**config.mk**
```make
export PLATFORM = sky130hd
export DESIGN_NAME = framebuffer_arbiter_flat
export DESIGN_NICKNAME = d
export VERILOG_FILES = /design/src/rtl/framebuffer_arbiter_if.sv /design/src/rtl/framebuffer_arbiter.sv /design/src/flat_wrapper.sv
export SDC_FILE = /design/constraint.sdc
export NUM_CORES = 1
export LEC_CHECK = 0
export CAP_MARGIN = 15
export CORE_UTILIZATION = 51
export DETAILED_ROUTE_END_ITERATION = 10
export GPL_ROUTABILITY_DRIVEN = 0
export PLACE_DENSITY = 0.84
export SYNTH_ARGS = -nofsm -noshare
export SYNTH_HDL_FRONTEND = slang
export SYNTH_SLANG_ARGS = --single-unit
```
**constraint.sdc**
```tcl
create_clock -name mainClk -period 4.2 [get_ports mainClk]
set_input_delay 1.26 -clock mainClk [delete_from_list [all_inputs] [get_ports mainClk]]
set_output_delay 1.26 -clock mainClk [all_outputs]
set_load 0.005 [all_outputs]
```
**src/rtl/framebuffer_arbiter_if.sv**
```systemverilog
// rtl/framebuffer_arbiter_if.sv - pixel read, edge-pipeline write and shared SPRAM bus bundle
interface framebuffer_arbiter_if;
    logic        rdReq;
    logic [15:0] rdAddr;
    logic [1:0]  rdData;
    logic        rdValid;
    logic        wrValid;
    logic        wrReady;
    logic [15:0] wrAddr;
    logic [1:0]  wrData;
    logic [13:0] ramAddr;
    logic [2:0]  ramCs;
    logic        ramWe;
    logic [3:0]  ramMaskWe;
    logic [15:0] ramDi;
    logic [15:0] ramDo0;
    logic [15:0] ramDo1;
    logic [15:0] ramDo2;
    logic [2:0]  fifoLevel;
    logic [7:0]  dropCnt;
    logic        starveErr;

    modport slave (
        input  rdReq, rdAddr, wrValid, wrAddr, wrData, ramDo0, ramDo1, ramDo2,
        output rdData, rdValid, wrReady, ramAddr, ramCs, ramWe, ramMaskWe, ramDi,
               fifoLevel, dropCnt, starveErr
    );

    modport master (
        output rdReq, rdAddr, wrValid, wrAddr, wrData, ramDo0, ramDo1, ramDo2,
        input  rdData, rdValid, wrReady, ramAddr, ramCs, ramWe, ramMaskWe, ramDi,
               fifoLevel, dropCnt, starveErr
    );
endinterface

```
**src/rtl/framebuffer_arbiter.sv**
```systemverilog
// rtl/framebuffer_arbiter.sv - read-priority arbiter sharing three SPRAM banks between VGA reads and queued writes
module framebuffer_arbiter #(
    parameter int FIFO_DEPTH   = 4,
    parameter int STARVE_LIMIT = 16
) (
    input  logic                 mainClk,
    input  logic                 rst,
    framebuffer_arbiter_if.slave fb
);
    localparam int PW = (FIFO_DEPTH > 1) ? $clog2(FIFO_DEPTH) : 1;
    localparam int LW = $clog2(FIFO_DEPTH + 1);
    localparam int SW = $clog2(STARVE_LIMIT + 1);

    logic [15:0]   qAddr [FIFO_DEPTH];
    logic [1:0]    qData [FIFO_DEPTH];
    logic [PW-1:0] wPtr;
    logic [PW-1:0] rPtr;
    logic [LW-1:0] level;
    logic [SW-1:0] starveCnt;

    logic        rd1Valid, rd2Valid;
    logic [1:0]  rd1Bank, rd2Bank;
    logic [1:0]  rdDataR;
    logic        rdValidR;
    logic [13:0] ramAddrR;
    logic [2:0]  ramCsR;
    logic        ramWeR;
    logic [3:0]  ramMaskWeR;
    logic [15:0] ramDiR;
    logic [7:0]  dropCntR;
    logic        starveErrR;

    logic wrReady, accept, isDrop, push, pop, fifoBusy;

    function automatic logic [2:0] bank_sel(input logic [1:0] bank);
        case (bank)
            2'd0:    return 3'b001;
            2'd1:    return 3'b010;
            2'd2:    return 3'b100;
            default: return 3'b000;
        endcase
    endfunction

    // wrReady looks only at the registered level, so a full queue never takes a write even while popping
    assign fifoBusy = (level != '0);
    assign wrReady  = (level < LW'(FIFO_DEPTH));
    assign accept   = fb.wrValid & wrReady;
    assign isDrop   = accept & (fb.wrAddr[15:14] == 2'b11);
    assign push     = accept & ~isDrop;
    assign pop      = ~fb.rdReq & fifoBusy;

    always_ff @(posedge mainClk) begin
        if (push) begin
            qAddr[wPtr] <= fb.wrAddr;
            qData[wPtr] <= fb.wrData;
        end
    end

    always_ff @(posedge mainClk) begin
        if (rst) begin
            wPtr       <= '0;
            rPtr       <= '0;
            level      <= '0;
            starveCnt  <= '0;
            starveErrR <= 1'b0;
            dropCntR   <= 8'd0;
            ramAddrR   <= 14'd0;
            ramCsR     <= 3'b000;
            ramWeR     <= 1'b0;
            ramMaskWeR <= 4'b0000;
            ramDiR     <= 16'd0;
            rd1Valid   <= 1'b0;
            rd2Valid   <= 1'b0;
            rd1Bank    <= 2'b00;
            rd2Bank    <= 2'b00;
            rdValidR   <= 1'b0;
            rdDataR    <= 2'b00;
        end else begin
            if (push) wPtr <= wPtr + PW'(1);
            if (pop)  rPtr <= rPtr + PW'(1);
            case ({push, pop})
                2'b10:   level <= level + LW'(1);
                2'b01:   level <= level - LW'(1);
                default: level <= level;
            endcase

            if (isDrop && dropCntR != 8'hFF) dropCntR <= dropCntR + 8'd1;

            // Only cycles where a read actually blocks a pending write count toward starvation
            if (fb.rdReq && fifoBusy) begin
                if (starveCnt != SW'(STARVE_LIMIT)) starveCnt <= starveCnt + SW'(1);
                if (starveCnt == SW'(STARVE_LIMIT - 1)) starveErrR <= 1'b1;
            end else begin
                starveCnt <= '0;
            end

            if (fb.rdReq) begin
                ramAddrR   <= fb.rdAddr[13:0];
                ramCsR     <= bank_sel(fb.rdAddr[15:14]);
                ramWeR     <= 1'b0;
                ramMaskWeR <= 4'b0000;
            end else if (fifoBusy) begin
                ramAddrR   <= qAddr[rPtr][13:0];
                ramCsR     <= bank_sel(qAddr[rPtr][15:14]);
                ramWeR     <= 1'b1;
                ramMaskWeR <= 4'b0001;
                ramDiR     <= {14'd0, qData[rPtr]};
            end else begin
                ramCsR     <= 3'b000;
                ramWeR     <= 1'b0;
                ramMaskWeR <= 4'b0000;
            end

            // Bank 3 reads travel the pipeline too and come back as zero
            rd1Valid <= fb.rdReq;
            rd1Bank  <= fb.rdAddr[15:14];
            rd2Valid <= rd1Valid;
            rd2Bank  <= rd1Bank;
            rdValidR <= rd2Valid;
            if (rd2Valid) begin
                case (rd2Bank)
                    2'd0:    rdDataR <= fb.ramDo0[1:0];
                    2'd1:    rdDataR <= fb.ramDo1[1:0];
                    2'd2:    rdDataR <= fb.ramDo2[1:0];
                    default: rdDataR <= 2'b00;
                endcase
            end
        end
    end

    logic unused_ramdo;
    assign unused_ramdo = ^{fb.ramDo0[15:2], fb.ramDo1[15:2], fb.ramDo2[15:2]};

    assign fb.wrReady   = wrReady;
    assign fb.fifoLevel = 3'(level);
    assign fb.dropCnt   = dropCntR;
    assign fb.starveErr = starveErrR;
    assign fb.ramAddr   = ramAddrR;
    assign fb.ramCs     = ramCsR;
    assign fb.ramWe     = ramWeR;
    assign fb.ramMaskWe = ramMaskWeR;
    assign fb.ramDi     = ramDiR;
    assign fb.rdValid   = rdValidR;
    assign fb.rdData    = rdDataR;
endmodule
```
**src/flat_wrapper.sv**
```systemverilog
// flat-port wrapper written by rule: the top's interface ports become plain ports
module framebuffer_arbiter_flat 
#(
    parameter int FIFO_DEPTH   = 4,
    parameter int STARVE_LIMIT = 16
)
  (mainClk, rst, fb_rdReq, fb_rdAddr, fb_wrValid, fb_wrAddr, fb_wrData, fb_ramDo0, fb_ramDo1, fb_ramDo2, fb_rdData, fb_rdValid, fb_wrReady, fb_ramAddr, fb_ramCs, fb_ramWe, fb_ramMaskWe, fb_ramDi, fb_fifoLevel, fb_dropCnt, fb_starveErr);
  framebuffer_arbiter_if fb_i ();
  input  logic mainClk;
  input  logic rst;
  input wire logic [$bits(fb_i.rdReq)-1:0] fb_rdReq;
  input wire logic [$bits(fb_i.rdAddr)-1:0] fb_rdAddr;
  input wire logic [$bits(fb_i.wrValid)-1:0] fb_wrValid;
  input wire logic [$bits(fb_i.wrAddr)-1:0] fb_wrAddr;
  input wire logic [$bits(fb_i.wrData)-1:0] fb_wrData;
  input wire logic [$bits(fb_i.ramDo0)-1:0] fb_ramDo0;
  input wire logic [$bits(fb_i.ramDo1)-1:0] fb_ramDo1;
  input wire logic [$bits(fb_i.ramDo2)-1:0] fb_ramDo2;
  output wire logic [$bits(fb_i.rdData)-1:0] fb_rdData;
  output wire logic [$bits(fb_i.rdValid)-1:0] fb_rdValid;
  output wire logic [$bits(fb_i.wrReady)-1:0] fb_wrReady;
  output wire logic [$bits(fb_i.ramAddr)-1:0] fb_ramAddr;
  output wire logic [$bits(fb_i.ramCs)-1:0] fb_ramCs;
  output wire logic [$bits(fb_i.ramWe)-1:0] fb_ramWe;
  output wire logic [$bits(fb_i.ramMaskWe)-1:0] fb_ramMaskWe;
  output wire logic [$bits(fb_i.ramDi)-1:0] fb_ramDi;
  output wire logic [$bits(fb_i.fifoLevel)-1:0] fb_fifoLevel;
  output wire logic [$bits(fb_i.dropCnt)-1:0] fb_dropCnt;
  output wire logic [$bits(fb_i.starveErr)-1:0] fb_starveErr;
  assign fb_i.rdReq = fb_rdReq;
  assign fb_i.rdAddr = fb_rdAddr;
  assign fb_i.wrValid = fb_wrValid;
  assign fb_i.wrAddr = fb_wrAddr;
  assign fb_i.wrData = fb_wrData;
  assign fb_i.ramDo0 = fb_ramDo0;
  assign fb_i.ramDo1 = fb_ramDo1;
  assign fb_i.ramDo2 = fb_ramDo2;
  assign fb_rdData = fb_i.rdData;
  assign fb_rdValid = fb_i.rdValid;
  assign fb_wrReady = fb_i.wrReady;
  assign fb_ramAddr = fb_i.ramAddr;
  assign fb_ramCs = fb_i.ramCs;
  assign fb_ramWe = fb_i.ramWe;
  assign fb_ramMaskWe = fb_i.ramMaskWe;
  assign fb_ramDi = fb_i.ramDi;
  assign fb_fifoLevel = fb_i.fifoLevel;
  assign fb_dropCnt = fb_i.dropCnt;
  assign fb_starveErr = fb_i.starveErr;
  framebuffer_arbiter #(.FIFO_DEPTH(FIFO_DEPTH), .STARVE_LIMIT(STARVE_LIMIT)) u_core (.mainClk(mainClk), .rst(rst), .fb(fb_i));
endmodule
```
==> impl_results.md <==
* Setup TNS at 0 ns
* Via/cell ratio at 5.27
* Final net count at 536
* DR iter-0 viols at 183
* Min Hold Slack at 0.433 ns
* CP arrival at 3.56 ns
* Die width at 101 um
* Core Area at 9370 sq um
* Yosys top cell by area: edfxtp_1
* Dpl ws at 0.595 ns
* CTS hold repair buffers at 0
* Root Driver: clkbuf_8
* Remaining Overflow, GRT at 0
* Final ANT Viol Nets at 0
* Worst Setup Start Kind: input port
* Site row count at 35
* Yosys reg bits at 124
* Top-area cell type share of the netlist area at 43.1%
* Commonest cells in the netlist: 72 x edfxtp_1, 52 x dfxtp_1, 37 x nor2_1
* CTS Sinks at 124
* Most frequent cell after synthesis: edfxtp_1
* Largest net degree at the start of global routing at 29
* Setup slack after layout at 1.06 ns
* Prevailing post-synth register cell: edfxtp_1
* Status: complete, no violations
* CTS Buf Count at 17
* Initial antenna violation count at 0
* Post-CTS setup buffer count at 0
* First-pass GRT wire length at 15300 um
* RSZ-0062 raised after global routing: false
* Final hold viol count at 0
* Tmin final at 3.14 ns
* CP endpoint kind: flop
* Max Root-Sink Buffers at 2
* Share of layout cells above drive strength 1 at 13.0%
* CTS H-tree depth at 4
* Ys Warns at 0
* Final slew viol count at 0
* Fin util at 68.9%
* Worst hold path class: flop to flop
* Router iterations before antenna repair at 4
* Multi-input logic area at 1580 sq um
* Max_slew headroom at 45.4%
* Top-Level Pins at 140
* Max Clk Rate at 319 MHz
* Least-Margin Pin Slew at 0.818 ns
* Post-synth EDFFs at 72
* Syn Area/Cell at 14.3 sq um
* Total Power at 3.75 mW
* CTS tree: built
* Async SR Flop Fraction at 0%
* Top cells by area, synth: edfxtp_1 43%, dfxtp_1 21%, mux4_2 8.1%
* Vias at 3066
* Power Density at 580 nW/um^2
* Mapped Area at 5020 sq um
* Layout filler cell count at 654
* P_leak at 2.33 nW
* R2R setup slack at 1.86 ns
* Max-Cap Viols at 0
* Vias in the first global route at 3048
* Final Cycle Share at 74.7%
* Sequential area share after synthesis at 63.8%
* Die ar. at 10200 sq um
* Antenna diode count at 0
* Gr usage total at 20.8%
* DRC at 0
* Post-cts resize count at 0
* WP data required at 4.62 ns
* Layout area overhead at 28.8%
* Worst vdd ir at 0.355 mV
* Clock skew at 0.00886 ns
* Clock transition at the registers of the reported paths at 0.06 ns
* Setup CP Type: input port to flop
* Post-synth cell types at 44
* Vert. Die Dim at 101 um
* Post-detail-place hpwl at 6240 um
* Routed WL per cell at 17.1 um
* Worst-Skew Late Latency at 0.51 ns
* Cell count after synthesis at 350
* Setup violators final at 0
* Initial Util at 53.5%
* Crit-path max FO at 7
* Port bufs at 80
* Post-Route WL at 9960 um
* Sequential cell area at 3200 sq um
==> flip-flops by register name, summed over array words and instances, names as in the netlist, named ones only <==
register,count
u_core.fb.ramMaskWe,1
u_core.fb.fifoLevel,3
u_core.rPtr,2
u_core.rd2Valid,1
u_core.wPtr,2
u_core.fb.ramDi,2
u_core.starveCnt,5
u_core.fb.starveErr,1
u_core.fb.dropCnt,8
u_core.rd2Bank,2
u_core.fb.ramCs,3
u_core.qAddr,64
u_core.fb.ramAddr,14
u_core.rd1Bank,2
u_core.rd1Valid,1
u_core.fb.rdValid,1
u_core.fb.rdData,2
u_core.qData,8
==> report_power, final <==
part           switching (mW)  internal (mW)
clock network           0.484          0.889
logic                   0.362          0.458
registers               0.113           1.44
total                   0.959           2.79
==> per-layer routing <==
layer | vias to the layer above | global-route usage (%) | part of all wire, %
li1 | 1429 | - | -
met1 | 1497 | 25.7 | 39
met2 | 129 | 35.0 | 52
met3 | 11 | 5.38 | 7.8
met4 | 0 | 8.47 | 1.2
met5 | - | 0 | 0
==> worst max-delay path, stage by stage <==
cell and delay, ns:
clkdlybuf4s50_1 0.61, nand2_1 0.08, and3_1 0.27, inv_1 0.09
ha_1 0.17, inv_1 0.06, fa_1 0.37, xor2_1 0.16
or3_1 0.32, a21oi_1 0.16
==> logic make-up after synthesis <==
kind of cell / synth area share, %
flops: 63.8
simple gates: 8.53
buf+inv: 5.81
compound gates: 4.96
mux: 11.9
xor+xnor: 2.27
fa+ha+maj: 2.64
other cells: 0.0747
==> worst paths after layout <==
check                               from                      to  depth (start not counted)
hold / removal           u_core.rd1Valid         u_core.rd2Valid                          1
setup / recovery           fb_wrAddr[14]  u_core.fb.fifoLevel[2]                         10
hold reg to reg          u_core.rd1Valid         u_core.rd2Valid                          1
setup reg to reg  u_core.fb.fifoLevel[2]  u_core.fb.fifoLevel[2]                          8
==> stage by stage <==
step	area, sq um	std cells
6_report	6460	582
5_1_grt	6460	582
4_1_cts	6430	581
3_5_place_dp	5850	549
3_3_place_gp	5850	549
2_1_floorplan	5080	366
==> final cells by class <==
type                            count  share of cell area, %
Sequential cell                   124                   49.6
Tap cell                          129                   2.50
Inverter                           14                  0.813
Clock buffer                       27                   8.60
Multi-Input combinational cell    195                   24.5
Clock inverter                      5                  0.387
Timing Repair Buffer               88                   13.6
==> cells in the final DEF (no fill, tap or decap), types with 5 or more instances in the layout <==
master and count:
nand2_1 6, a21oi_1 8, mux4_2 18, clkbuf_16 19, edfxtp_1 72, mux2i_1 19
clkinv_2 5, dfxtp_1 52, nor2_1 37, buf_4 7, xnor2_1 5, a211oi_1 16
clkbuf_8 5, xor2_1 8, conb_1 17, clkdlybuf4s50_1 80, nand2b_1 5, inv_1 14
ha_1 9, nor2b_1 7
Power figures use the tool's default switching activity.
